==> src/rtl/top_exhaustive_tester.sv <==
//==============================================================================
// Module      : top_exhaustive_tester
// Description : BIST driver for a 2-input/1-output unit. Walks all four input
//               vectors, captures a truth table and compares it to EXPECTED.
// Revision    : 1.0 - initial release
//==============================================================================
`timescale 1ns/1ps
`default_nettype none

module top_exhaustive_tester #(
    parameter int         SETTLE_CYCLES = 2,
    parameter logic [3:0] EXPECTED      = 4'b0110
) (
    input  logic       clk,
    input  logic       rst,
    input  logic       start,
    input  logic       rsp_z,
    output logic       drv_x,
    output logic       drv_y,
    output logic       busy,
    output logic       done,
    output logic [3:0] truth,
    output logic       pass,
    output logic [1:0] first_fail
);

    localparam int            CW       = $clog2(SETTLE_CYCLES) + 1;
    localparam logic [CW-1:0] C_RELOAD = CW'(SETTLE_CYCLES - 1);
    localparam logic [CW-1:0] C_ONE    = CW'(1);

    typedef enum logic [1:0] {
        S_IDLE   = 2'd0,
        S_SETTLE = 2'd1,
        S_SAMPLE = 2'd2,
        S_DONE   = 2'd3
    } state_t;

    state_t        r_state;
    state_t        w_state_nxt;
    logic [1:0]    r_vec;
    logic [1:0]    w_vec_nxt;
    logic [CW-1:0] r_cnt;
    logic [CW-1:0] w_cnt_nxt;
    logic [3:0]    w_truth_nxt;
    logic          w_pass_nxt;
    logic [1:0]    w_ff_nxt;
    logic          w_busy_nxt;

    function automatic logic [1:0] f_lowest_set(input logic [3:0] m);
        casez (m)
            4'b???1: return 2'd0;
            4'b??10: return 2'd1;
            4'b?100: return 2'd2;
            4'b1000: return 2'd3;
            default: return 2'd0;
        endcase
    endfunction

    always_comb begin
        w_state_nxt = r_state;
        w_vec_nxt   = r_vec;
        w_cnt_nxt   = r_cnt;
        w_truth_nxt = truth;
        w_pass_nxt  = pass;
        w_ff_nxt    = first_fail;
        case (r_state)
            S_IDLE: begin
                if (start) begin
                    w_state_nxt = S_SETTLE;
                    w_vec_nxt   = 2'd0;
                    w_cnt_nxt   = C_RELOAD;
                    w_truth_nxt = 4'd0;
                    w_pass_nxt  = 1'b0;
                    w_ff_nxt    = 2'd0;
                end
            end
            S_SETTLE: begin
                if (r_cnt == '0) begin
                    w_state_nxt = S_SAMPLE;
                end else begin
                    w_cnt_nxt = r_cnt - C_ONE;
                end
            end
            S_SAMPLE: begin
                w_truth_nxt[r_vec] = rsp_z;
                if (r_vec != 2'd3) begin
                    w_vec_nxt   = r_vec + 2'd1;
                    w_cnt_nxt   = C_RELOAD;
                    w_state_nxt = S_SETTLE;
                end else begin
                    // Verdict uses the table including this final sample
                    w_state_nxt = S_DONE;
                    w_pass_nxt  = (w_truth_nxt == EXPECTED);
                    w_ff_nxt    = f_lowest_set(w_truth_nxt ^ EXPECTED);
                end
            end
            S_DONE: begin
                w_state_nxt = S_IDLE;
            end
            default: begin
                w_state_nxt = S_IDLE;
            end
        endcase
        w_busy_nxt = (w_state_nxt == S_SETTLE) || (w_state_nxt == S_SAMPLE);
    end

    // Outputs are registered from next-state values so they align with state
    always_ff @(posedge clk or posedge rst) begin
        if (rst) begin
            r_state    <= S_IDLE;
            r_vec      <= 2'd0;
            r_cnt      <= '0;
            truth      <= 4'd0;
            pass       <= 1'b0;
            first_fail <= 2'd0;
            busy       <= 1'b0;
            done       <= 1'b0;
            drv_x      <= 1'b0;
            drv_y      <= 1'b0;
        end else begin
            r_state    <= w_state_nxt;
            r_vec      <= w_vec_nxt;
            r_cnt      <= w_cnt_nxt;
            truth      <= w_truth_nxt;
            pass       <= w_pass_nxt;
            first_fail <= w_ff_nxt;
            busy       <= w_busy_nxt;
            done       <= (w_state_nxt == S_DONE);
            drv_x      <= w_busy_nxt & w_vec_nxt[0];
            drv_y      <= w_busy_nxt & w_vec_nxt[1];
        end
    end

endmodule

`default_nettype wire

==> config.mk <==
export PLATFORM = sky130hd
export DESIGN_NAME = top_exhaustive_tester
export DESIGN_NICKNAME = d
export VERILOG_FILES = /design/src/rtl/top_exhaustive_tester.sv
export SDC_FILE = /design/constraint.sdc
export NUM_CORES = 1
export LEC_CHECK = 0
export ABC_AREA = 1
export BUFFER_PORTS_ARGS = -buffer_cell sky130_fd_sc_hd__buf_2
export CAP_MARGIN = 20
export CORE_AREA = 3 3 71 56
export CTS_CLUSTER_DIAMETER = 200
export DETAILED_ROUTE_END_ITERATION = 8
export DIE_AREA = 0 0 74 59
export SLEW_MARGIN = 10
export SYNTH_ARGS = -nofsm -noshare
export SYNTH_HDL_FRONTEND = slang
export SYNTH_SLANG_ARGS = --single-unit
==> constraint.sdc <==
create_clock -name clk -period 1.9 [get_ports clk]
set_clock_uncertainty 0.1 [all_clocks]
set_input_delay 0.095 -clock clk [delete_from_list [all_inputs] [get_ports clk]]
set_output_delay 0.095 -clock clk [all_outputs]
set_load 0.03 [all_outputs]
# Word-level counts from Yosys, hierarchy flattened
# Index checks and enable logic that the tools add are counted.
# totals
n_memories	0
in_bits	4
latchBits	0
ram_bits	0
romBits	0
regBits	17
# classes
n_shift	0
div_mod_pow	0
mux	23
order_cmp	2
addsub	2
n_reduce_logical	9
bitwise	3
mul	0
n_eq_ne	15
# ops
cell	count
$mux 2	10
$pmux 2 s3	2
$eq 2x2->1 const B	5
$ne 2x2->1 const B	5
$pmux 2 s2	2
$pmux 2 s4	1
$pmux 4 s2	1
$bwmux 4	1
$eq 2x1->1 const B	2
$eq 4x3->1 const B	1
$eq 4x4->1 const B	1
$logic_not 2->1	2
$mux 4	1
$reduce_and 4->1	1
$eq 3x3->1 const B	1
$lt 2x3->1 const B	1
$mux 1	3
$reduce_and 3->1	1
$reduce_bool 3->1	1
$add 2x1->2 const B	1
$and 1x1->1	2
$demux 1 s2	1
$ge 2x1->1 const B	1
$not 2->2	1
6 further kinds	6

# Depth between registers and ports, before layout
# Gate-level depths: netlist of the first run.
# logic_depth
depth_word	10
depth_mapped	8
ltp_nobuf	8

# Worst setup path after synthesis of the first run
# OpenSTA, ideal clock, no wires.
# synth_timing
path_kind	reg2reg
start	register r_state[0]
end	register drv_x
stages_incl_launch_ff	8
t_arrival_ns	1.254
path_slack_ns	0.424
t_required_ns	1.679
setup_time_ns	0.121
cell_sequence	dfrtp_1 inv_2 nor2_1 inv_1 or2_1 nand2_1 ha_1 a21boi_1
# synth_between
elab_chain_cells	5
word_cells_on_any_way	12
classes_between	eq/ne (5); mux (4); bitwise (1); reduce/logical (2)
# synth_rtl
element	line_no	source
from (decl)	38	state_t r_state;
from (signal assigned)	121	r_state <= w_state_nxt;
$eq 2x2->1 (tied with other cells)	66	case (r_state)
$pmux 2 s4 *	66	
via w_state_nxt[0]	39	state_t w_state_nxt;
$eq 2x1->1 / $eq 2x2->1 (equally long branches)	104	w_busy_nxt = (w_state_nxt == S_SETTLE) || (w_state_nxt == S_SAMPLE);
$logic_or 1x1->1 *	104	
via w_busy_nxt	47	logic w_busy_nxt;
$and 1x1->1 *	129	drv_x <= w_busy_nxt & w_vec_nxt[0];
to (signal assigned)	129	
to (decl)	18	output logic drv_x,
# The timed path passes the listed nets; every way through them passes the cells marked *.
# A chain may end at the register's enable or synchronous reset.

# Final worst setup path of the first run
# Same ends and word-level chain as after synthesis.

==> results of run 1 <==
==> placed cells by master, fill, tap and decap left out <==
cell type,n
dlygate4sd3_1,1
buf_2,14
a21oi_2,1
nand4_1,2
o21ai_1,2
ha_1,2
inv_2,6
nor2_4,1
nor2_2,1
a22o_1,1
o21ai_0,2
buf_4,1
or2_1,1
nor2_1,4
clkinvlp_4,1
dfrtp_1,17
a21boi_1,1
clkbuf_8,3
clkinv_1,1
o22ai_1,1
o21ai_2,2
nand3_1,7
inv_1,9
nand2_1,39
==> worst min-delay path, stage by stage <==
cell	delay, ps
buf_2	100
o21ai_2	60
nand2_1	80
==> per-layer routing <==
| metal | vias up | GRT usage, % | wire length [um] |
|---|---|---|---|
| met2 | 14 | 13.6 | 672 |
| met1 | 302 | 12.1 | 823 |
| li1 | 355 | - | - |
| met5 | - | 0 | 0 |
| met3 | 2 | 4.07 | 96 |
| met4 | 0 | 2.33 | 8 |
==> logic make-up (layout without fill, tap and decap cells) <==
family | after synthesis | after routing | synth area share, %
compound gates | 10 | 10 | 8.42
fa+ha+maj | 2 | 2 | 3.06
buf+inv | 17 | 36 | 7.96
flops | 17 | 17 | 52.1
simple gates | 55 | 55 | 28.5
==> area by class of cell <==
class                   count  area share (%)
multi-input cells          67            32.7
inverters                  16            6.02
flip-flops and latches     17            42.6
clock buffers               3            4.14
clock inverters             1           0.752
repair buffers             16            8.77
well taps                  40            5.01
==> flip-flops by register name (all words and copies together), names as in the netlist <==
register / count
busy: 1
done: 1
drv_x: 1
drv_y: 1
first_fail: 2
pass: 1
r_cnt: 2
r_state: 2
r_vec: 2
truth: 4
==> worst paths after layout <==
check	startpoint	slack (ps)	end
hold reg to reg	r_cnt[1]$_DFFE_PP0P_	380	r_cnt[1]$_DFFE_PP0P_
setup / recovery	r_state[0]$_DFF_PP0_	300	drv_x$_DFF_PP0_
setup reg to reg	r_state[0]$_DFF_PP0_	300	drv_x$_DFF_PP0_
hold / removal	start	30	r_state[0]$_DFF_PP0_
max in group asynchronous	rst	930	first_fail[0]$_DFFE_PP0P_
min in group asynchronous	rst	360	r_cnt[0]$_DFFE_PP0P_
==> per-stage QoR <==
step | hold slack [ps] | setup slack (ps) | instances | total power (W)
final | 25.5 | 297 | 160 | 0.00137
after global routing | 30.2 | 189 | 160 | 0.00149
after CTS | 22.0 | 287 | 160 | 0.00139
after detailed placement | 114 | 315 | 155 | 0.00111
after global placement | 112 | 369 | 155 | 0.00109
after floorplan | -78.9 | 424 | 101 | 0.000955
==> what timing repair did <==
action,in CTS,in global routing
buffers inserted,0,0
hold buffers,1,0
endpoints found under the hold margin,17,0
resized for setup,0,0
==> cells in the mapped netlist <==
library cell | number | area [sq um]
nor2_1 | 4 | 15.0
clkinv_1 | 1 | 3.75
o21ai_2 | 2 | 17.5
inv_2 | 6 | 22.5
o21ai_1 | 2 | 10.0
nand2_1 | 39 | 146
dfrtp_1 | 17 | 425
o22ai_1 | 1 | 6.26
o21ai_0 | 2 | 10.0
nor2_4 | 1 | 11.3
or2_1 | 1 | 6.26
a22o_1 | 1 | 8.76
a21boi_1 | 1 | 7.51
a21oi_2 | 1 | 8.76
inv_1 | 9 | 33.8
nor2_2 | 1 | 6.26
nand4_1 | 2 | 12.5
ha_1 | 2 | 25.0
buf_2 | 1 | 5.00
nand3_1 | 7 | 35.0
==> power by group <==
| group | switching, W | total, W | internal [W] |
|---|---|---|---|
| sequential | 0.0000747 | 0.000533 | 0.000458 |
| combinational | 0.000380 | 0.000572 | 0.000192 |
| clock | 0.000123 | 0.000270 | 0.000147 |
==> flow_summary.rst, run 1 <==
.. list-table::
   :header-rows: 1

   * - Metric
     - Value
   * - Result of the run
     - completed
   * - Final count of hold timing violations
     - 0
   * - Cell area after synthesis
     - ~800 sq um
   * - Wire length of the first global-routing pass
     - 3040 um
   * - Number of vias after detailed routing
     - 673
   * - GRT Overall Usage
     - a little under a tenth
   * - Cell-by-cell listing of the critical path
     - inv_2 > nor2_1 > inv_1 > or2_1 > nand2_1 > ha_1 > a21boi_1
   * - Peak Freq
     - around 620 MHz
   * - Clock tree buffer depth
     - 2
   * - Class of the tightest hold or removal check
     - in -> reg
   * - Mean Syn Cell Area
     - between 8 and 9 sq um
   * - Synth unique cells
     - 20
   * - Number of buffers created by CTS
     - 3
   * - Average via count per standard cell
     - around 4.2
   * - Worst reg-to-reg path cell count
     - 7
   * - Post-layout util
     - a little under a third
   * - Number of design rule violations left after detail routing
     - 0
   * - Post-synthesis to final-layout area growth
     - 22.2%
   * - Data arrival time of the critical path
     - about 1600 ps
   * - Part of the Yosys area used for sequential elements
     - between 50% and 60%
   * - Pin slew with the least headroom to its limit
     - approximately 620 ps
   * - Worst hold path stage count
     - 3
   * - # IOs
     - 15
   * - LEAKAGE
     - ~0.55 nW
   * - Placement row count
     - 18
   * - Final-layout setup total negative slack
     - 0 ps
   * - Critical Path Source Type
     - register
   * - Post-DP HPWL
     - approximately 1300 um
   * - Cell with the largest stage delay on the worst path
     - dfrtp_1
   * - Flip-flop and latch area
     - roughly 430 sq um
   * - Clock Root Buffer
     - clkbuf_8
   * - Chip width
     - 74 um
   * - Die area
     - about 0.0044 sq mm
   * - RSZ-0062 raised after global routing
     - false
   * - Maximum number of pins on one net before global-route repair
     - 18
   * - Area of the multi-input gates
     - approximately 330 sq um
   * - Clock-pin slew on the worst setup and hold paths
     - about 70 ps
   * - Net count after synthesis
     - ~110
   * - Number of synthesized register bits
     - 17
   * - Aggregate routed wire length
     - about 1600 um
   * - Detailed-router iteration count before antenna repair
     - 4
   * - Worst setup EP type
     - register
   * - Cell count after synthesis
     - between 100 and 150
   * - Max-capacitance violation count
     - 0
   * - Setup-violating endpoint count in the final report
     - 0
   * - Tightest slew margin relative to the limit
     - just under 60%
   * - Clock latency on the worst-skew pair
     - around 250 ps
   * - Share of final-layout standard cells stronger than drive strength 1
     - roughly a quarter
   * - Detail Route Antenna Nets
     - 0
   * - Placed Instance Area
     - about 940 sq um
   * - Top cell family by delay on the critical path
     - simple AND/OR/NAND/NOR gates
   * - Design Area, Final
     - 998 sq um
   * - Crit path buf inv count
     - 2
   * - Critical path data required time
     - 1940 ps
   * - Total gr overflow
     - 0
   * - Count of pins over their slew limit
     - 0
   * - Layout net count
     - 127
   * - Power density of the placed cells
     - 1380 mW/mm^2
   * - Time the worst path needs with I/O delays and setup
     - about 1600 ps
   * - Warnings, synthesis
     - 0
   * - WS Path Type
     - reg -> reg
   * - Diode insertion count for antenna repair
     - 0
   * - Post-detailed-route wirelength per cell
     - approximately 10 um
   * - Die height
     - approximately 60 um
   * - Depth of the CTS H-tree
     - 1
   * - CP Max Fanout
     - 3
   * - Core Box Area
     - between 0.003 and 0.004 sq mm
   * - Total stage count of the critical path
     - 7
   * - Initial detailed-routing violation count
     - 37
   * - TritonCTS clock tree
     - done
   * - Number of clock sinks
     - 17
   * - Layout filler cell count
     - between 300 and 400
   * - Gpl congestion
     - roughly 0.8
   * - Tcrit/Tclk final
     - a little over four fifths
   * - Via count of the first global-routing pass
     - approximately 700
   * - Antenna violations before repair
     - 0
   * - Number of buffers added on ports
     - 14
   * - Delay of the slowest critical-path stage
     - ~420 ps
   * - Peak VDD IR
     - approximately 0.95 mV
   * - Initial cell density of the core
     - about a quarter
(Power assumes the default switching activity.)
==> inputs of run 2 (changes only) <==
ABC_AREA = 0   (was 1)
CORE_AREA = 3 3 70 55   (was 3 3 71 56)
DIE_AREA = 0 0 73 58   (was 0 0 74 59)
clock period = 1.3 ns   (was 1.9 ns; I/O delays follow)
==> flow_summary.rst, run 2 <==
.. list-table::
   :header-rows: 1

   * - Metric
     - Value
   * - Clock latency on the worst-skew pair
     - 260 ps (about the same)
   * - Leading cell types in the layout, fill and taps excluded
     - buf_4 (22), dfrtp_1 (16), buf_2 (14)
   * - Count of pins over their slew limit
     - 0 (unchanged)
   * - Worst setup EP type
     - register
   * - Diode insertion count for antenna repair
     - 0 (unchanged)
   * - TritonCTS clock tree
     - done
   * - Most common cell after layout, fill and taps aside
     - buf_4
   * - Async SR Flop Fraction
     - 100% (unchanged)
   * - Wire length of the first global-routing pass
     - 3080 um (+1.4%)
   * - Library cell occupying the most area in the post-synthesis netlist
     - dfrtp_1
   * - Initial detailed-routing violation count
     - 19 (-49%)
   * - Cell types with the largest area share after synthesis
     - dfrtp_1 (54%), mux2i_1 (5.0%), o21ai_0 (5.0%)
   * - # IOs
     - 15 (unchanged)
   * - Result of the run
     - finished with violations
   * - CP Max Fanout
     - 3 (unchanged)
   * - Critical Path Source Type
     - register
   * - Proportion of netlist area held by the largest area contributor
     - 53.5% (+1.5 points)
   * - Number of buffers added on ports
     - 14 (unchanged)
   * - Commonest cells in the netlist
     - dfrtp_1 (17), nand2_1 (10), o21ai_0 (8), nand2b_1 (6)
   * - Average via count per standard cell
     - 4.50 (+7.1%)
   * - Post-detailed-route wirelength per cell
     - 12.2 um (+22%)
   * - Setup slack, reg-to-reg
     - -180 ps (-480 ps)
   * - Setup-violating endpoint count in the final report
     - 8 (+8)
   * - Post-DP HPWL
     - 1350 um (+6.8%)
   * - Max-capacitance violation count
     - 0 (unchanged)
   * - Depth of the CTS H-tree
     - 1 (unchanged)
   * - Cell count after synthesis
     - 77 (-24%)
   * - Gpl congestion
     - 0.776 (-3.7%)
   * - Aggregate routed wire length
     - 1910 um (+19%)
   * - Layout filler cell count
     - 334 (-1.5%)
   * - Layout net count
     - 124 (-2.4%)
   * - Clock-pin slew on the worst setup and hold paths
     - 70 ps (about the same)
   * - Time the worst path needs with I/O delays and setup
     - 1480 ps (-121 ps)
   * - Core Box Area
     - 0.00327 sq mm (-1.4%)
   * - Data arrival time of the critical path
     - 1530 ps (-110 ps)
   * - Most frequently used flop master after synthesis
     - dfrtp_1
   * - Number of clock sinks
     - 17 (unchanged)
   * - Number of flip-flops in the largest register
     - 4 (unchanged)
   * - Post-layout util
     - 37.9% (+7.7 points)
   * - Tcrit/Tclk final
     - 114% (+30 points)
   * - Number of synthesized register bits
     - 17 (unchanged)
   * - Dominant cell by count in the synthesized netlist
     - dfrtp_1
   * - Critical path data required time
     - 1350 ps (-590 ps)
   * - Warnings, synthesis
     - 0 (unchanged)
   * - Violated checks
     - negative setup slack
   * - LEAKAGE
     - 0.606 nW (+9.7%)
   * - Antenna violations before repair
     - 0 (unchanged)
   * - Area of the multi-input gates
     - 443 sq um (+36%)
   * - Power density of the placed cells
     - 2070 mW/mm^2 (+51%)
   * - Final setup margin
     - -182 ps (-479 ps)
   * - Mean Syn Cell Area
     - 10.3 sq um (+28%)
   * - Class of the tightest hold or removal check
     - in -> reg
   * - RSZ-0062 raised after global routing
     - true
   * - Die area
     - 0.00423 sq mm (-3.0%)
   * - Cell area after synthesis
     - 795 sq um (-2.8%)
   * - Share of final-layout standard cells stronger than drive strength 1
     - 48.7% (+24 points)
   * - Number of buffers created by CTS
     - 3 (unchanged)
   * - Total gr overflow
     - 0 (unchanged)
   * - Biggest register
     - truth
   * - Die height
     - 58 um (-1.7%)
   * - Initial cell density of the core
     - 24.3% (-0.35 points)
   * - Peak Freq
     - 675 MHz (+8.2%)
   * - Number of vias after detailed routing
     - 707 (+5.1%)
   * - Detail Route Antenna Nets
     - 0 (unchanged)
   * - Via count of the first global-routing pass
     - 651 (-4.3%)
   * - Maximum number of pins on one net before global-route repair
     - 18 (unchanged)
   * - Post-synthesis to final-layout area growth
     - 55.7%
   * - Synth unique cells
     - 23 (+15%)
   * - Clock Root Buffer
     - clkbuf_8
   * - Placement row count
     - 18 (unchanged)
   * - Part of the Yosys area used for sequential elements
     - 53.5% (+1.5 points)
   * - Net count after synthesis
     - 83 (-22%)
   * - Pin slew with the least headroom to its limit
     - 244 ps (-376 ps)
   * - Chip width
     - 73 um (-1.4%)
   * - Clock tree buffer depth
     - 2 (unchanged)
   * - Number of design rule violations left after detail routing
     - 0 (unchanged)
   * - Final count of hold timing violations
     - 0 (unchanged)
   * - WS Path Type
     - reg -> reg
   * - GRT Overall Usage
     - 9.49% (+0.36 points)
   * - Peak VDD IR
     - 0.813 mV (-14%)
   * - Final-layout setup total negative slack
     - -687 ps (-687 ps)
   * - Number of flops mapped to enable cells by yosys
     - 0 (unchanged)
   * - Tightest slew margin relative to the limit
     - 83.8% (+25 points)
   * - Flip-flop and latch area
     - 427 sq um (+0.29%)
   * - Detailed-router iteration count before antenna repair
     - 4 (unchanged)
   * - Worst setup slack after placement
     - -174 ps (-489 ps)
-- run 2: path summary, 6_finish.rpt --
check / startpoint / end / cells after the start
hold / removal: rsp_z / truth[3]$_DFFE_PP0P_ / 2
setup / recovery: r_cnt[0]$_DFFE_PP0P_ / drv_x$_DFF_PP0_ / 6
hold reg to reg: first_fail[0]$_DFFE_PP0P_ / first_fail[0]$_DFFE_PP0P_ / 2
max in group asynchronous: rst / r_state[1]$_DFF_PP0_ / 4
setup reg to reg: r_cnt[0]$_DFFE_PP0P_ / drv_x$_DFF_PP0_ / 6
min in group asynchronous: rst / r_state[1]$_DFF_PP0_ / 4
-- run 2: layout make-up --
type                            count  area share [%]
Clock inverter                      1           0.404
Inverter                            4            1.21
Tap cell                           40            4.04
Clock buffer                        3            3.34
Timing Repair Buffer               38            20.7
Sequential cell                    17            34.5
Multi-Input combinational cell     54            35.8
-- run 2: repair_timing --
action,4_1_cts,5_1_grt
endpoints found under the setup margin,11,11
resized for setup,5,15
pin swaps,2,3
hold buffers,1,0
setup buffers,4,3
hold endpoints to repair,17,0
-- run 2: worst max-delay path, stage by stage (launching register included) --
cell	delay, ps
dfrtp_1	350
inv_1	70
ha_4	170
nor3b_4	190
nand2b_4	170
ha_4	200
and2_4	130
-- run 2: layer usage --
layer  global-route usage, %  up-vias  routed length, um
met4                    1.58        0                  8
met1                    13.6      342                907
met5                       0        -                  0
met3                    5.20        3                154
met2                    12.6       15                839
li1                        -      347                  -
-- run 2: logic make-up (layout without fill, tap and decap cells) --
family	after synthesis	in the layout	synth area share, %
flip-flops	17	17	53.5
adder cells (fa/ha/maj)	2	2	3.15
multiplexers	4	4	5.04
AO/OA/AOI/OAI	20	20	15.7
AND/OR/NAND/NOR	28	28	19.4
buffers and inverters	6	46	3.15
-- run 2: power by group --
group / total (W) / switching [W] / internal [W] / leakage [nW]
combinational: 0.00136 / 0.000636 / 0.000728 / 0.356
sequential: 0.000799 / 0.000129 / 0.000671 / 0.225
clock: 0.000403 / 0.000190 / 0.000213 / 0.0255
total: 0.00257 / 0.000954 / 0.00161 / 0.606
-- run 2: through the flow --
step	power, W	std cells	instance area [sq um]	hold WS (ps)
after floorplan	0.00141	77	817	-109
final	0.00257	157	1240	81.1
after global placement	0.00185	147	1060	-12.4
after global routing	0.00276	157	1240	94.2
after CTS	0.00238	155	1160	53.3
after detailed placement	0.00187	147	1060	-3.26
==> inputs of run 3 (changes only) <==
CELL_PAD_IN_SITES_DETAIL_PLACEMENT = 0   (was not set)
CELL_PAD_IN_SITES_GLOBAL_PLACEMENT = 1   (was not set)
CORE_AREA = 4 4 71 56   (was 3 3 70 55)
DIE_AREA = 0 0 75 60   (was 0 0 73 58)
PLACE_DENSITY_LB_ADDON = 0.1   (was not set)
==> flow_summary.rst, run 3 (synthesized netlist as in run 2, its figures left out) <==
.. list-table::
   :header-rows: 1

   * - Metric
     - Value
   * - Clock tree buffer depth
     - 2 (unchanged)
   * - WS Path Type
     - reg -> reg
   * - Core Box Area
     - 0.00327 sq mm (unchanged)
   * - Peak VDD IR
     - 0.904 mV (+11%)
   * - Crit path buf inv count
     - 1 (unchanged)
   * - Chip width
     - 75 um (+2.7%)
   * - TritonCTS clock tree
     - done
   * - CP Max Fanout
     - 3 (unchanged)
   * - GRT Overall Usage
     - 10.5% (+1.0 points)
   * - Power density of the placed cells
     - 2080 mW/mm^2 (about the same)
   * - Critical path data required time
     - 1350 ps (about the same)
   * - Design Area, Final
     - 0.00123 sq mm (-0.71%)
   * - Final worst hold slack
     - 45.4 ps (-35.8 ps)
   * - Initial detailed-routing violation count
     - 29 (+10)
   * - Result of the run
     - finished with violations
   * - # IOs
     - 15 (unchanged)
   * - Violated checks
     - negative setup slack
   * - Tcrit/Tclk final
     - 114% (-0.52 points)
   * - Most common cell after layout, fill and taps aside
     - buf_4
   * - Post-DP HPWL
     - 1510 um (+12%)
   * - Max-capacitance violation count
     - 0 (unchanged)
   * - Diode insertion count for antenna repair
     - 0 (unchanged)
   * - Aggregate routed wire length
     - 2030 um (+6.2%)
   * - LEAKAGE
     - 0.603 nW (-0.61%)
   * - Worst setup EP type
     - register
   * - Post-synthesis to final-layout area growth
     - 54.6%
   * - Number of flip-flops in the largest register
     - 4 (unchanged)
   * - Critical Path Source Type
     - register
   * - Post-detailed-route wirelength per cell
     - 12.8 um (+5.5%)
   * - Worst setup slack after placement
     - -184 ps (-9.74 ps)
   * - Setup-violating endpoint count in the final report
     - 6 (-2)
   * - Number of buffers added on ports
     - 14 (unchanged)
   * - Biggest register
     - truth
   * - Clock-pin slew on the worst setup and hold paths
     - 70 ps (about the same)
   * - Number of buffers created by CTS
     - 3 (unchanged)
   * - Average via count per standard cell
     - 4.29 (-4.7%)
   * - RSZ-0062 raised after global routing
     - true
   * - Number of clock sinks
     - 17 (unchanged)
   * - Total gr overflow
     - 0 (unchanged)
   * - Antenna violations before repair
     - 0 (unchanged)
   * - Class of the tightest hold or removal check
     - in -> reg
   * - Share of final-layout standard cells stronger than drive strength 1
     - 46.6% (-2.1 points)
   * - Data arrival time of the critical path
     - 1520 ps (about the same)
   * - Count of pins over their slew limit
     - 0 (unchanged)
   * - Leading cell types in the layout, fill and taps excluded
     - buf_4 (19), dfrtp_1 (16), buf_2 (14)
   * - Number of design rule violations left after detail routing
     - 0 (unchanged)
   * - Detail Route Antenna Nets
     - 0 (unchanged)
   * - Peak Freq
     - 678 MHz (+0.46%)
   * - Final setup margin
     - -176 ps (+6.74 ps)
   * - Wire length of the first global-routing pass
     - 3460 um (+13%)
   * - Placement row count
     - 18 (unchanged)
   * - Time the worst path needs with I/O delays and setup
     - 1480 ps (-6.74 ps)
   * - Maximum number of pins on one net before global-route repair
     - 18 (unchanged)
   * - Final count of hold timing violations
     - 0 (unchanged)
   * - Cell with the largest stage delay on the worst path
     - dfrtp_1
   * - Initial cell density of the core
     - 24.3% (unchanged)
   * - Top cell family by delay on the critical path
     - simple AND/OR/NAND/NOR gates
   * - Clock latency on the worst-skew pair
     - 250 ps (about the same)
   * - Gpl congestion
     - 0.667 (-14%)
   * - Die area
     - 0.00450 sq mm (+6.3%)
   * - Delay of the slowest critical-path stage
     - 340 ps (about the same)
   * - Layout net count
     - 125 (+0.81%)
   * - Die height
     - 60 um (+3.4%)
   * - Via count of the first global-routing pass
     - 696 (+6.9%)
   * - Placed Instance Area
     - 0.00107 sq mm (+0.71%)
   * - Cell-by-cell listing of the critical path
     - inv_1 > ha_2 > nor3b_2 > nand2b_4 > ha_4 > and2_1
   * - Clock Root Buffer
     - clkbuf_8
   * - Number of vias after detailed routing
     - 678 (-4.1%)
   * - Detailed-router iteration count before antenna repair
     - 4 (unchanged)
   * - Tightest slew margin relative to the limit
     - 84.5% (+0.77 points)
   * - Depth of the CTS H-tree
     - 1 (unchanged)
   * - Pin slew with the least headroom to its limit
     - 232 ps (-11.6 ps)
run 3: cell types whose count changed in the layout (fill, tap and decap cells not counted), sizes merged:
cell,before,now
buf,37,38
clkbuf,3,4
clkinv,1,0
run 3: cell type report:
class	count	area, sq um
fillers	338	2040
flip-flops and latches	17	427
multi-input cells	54	413
repair buffers	39	279
well taps	40	50.0
clock buffers	4	45.0
inverters	4	15.0
run 3: stage by stage:
stage / std cells / total power [W] / util, % / TNS, ps
after floorplan: 77 / 0.00141 / - / -491
after global placement: 148 / 0.00187 / 32.8 / -989
after detailed placement: 148 / 0.00188 / 32.8 / -1010
after CTS: 156 / 0.00241 / 35.4 / -901
after global routing: 158 / 0.00274 / 37.6 / -1210
final: 158 / 0.00255 / 37.6 / -501
run 3: power breakdown:
part,switching [W],total (W),internal [W]
Sequential,0.000123,0.000793,0.000670
Combinational,0.000622,0.00135,0.000725
Clock,0.000191,0.000409,0.000218
run 3: routing by layer:
metal	routed length (um)	track usage, %	vias to the layer above
li1	-	-	350
met1	1070	15.0	317
met2	845	15.3	9
met3	93	3.53	2
met4	17	2.28	0
met5	0	0	-
run 3: path summary, 6_finish.rpt:
path | cells past startpoint | end | slack, ps | from
max | 6 | drv_y$_DFF_PP0_ | -180 | r_cnt[0]$_DFFE_PP0P_
min | 2 | truth[3]$_DFFE_PP0P_ | 50 | rsp_z
max reg2reg | 6 | drv_y$_DFF_PP0_ | -180 | r_cnt[0]$_DFFE_PP0P_
min reg2reg | 2 | first_fail[0]$_DFFE_PP0P_ | 370 | first_fail[0]$_DFFE_PP0P_
max in group asynchronous | 4 | r_state[1]$_DFF_PP0_ | 630 | rst
min in group asynchronous | 4 | r_vec[1]$_DFF_PP0_ | 260 | rst
run 3: timing repair:
item / in CTS / in global routing
endpoints found under the hold margin: 17 / 0
gates resized for setup: 3 / 15
endpoints found under the setup margin: 11 / 14
hold buffers: 1 / 0
pin swaps: 1 / 7
buffers inserted: 3 / 4
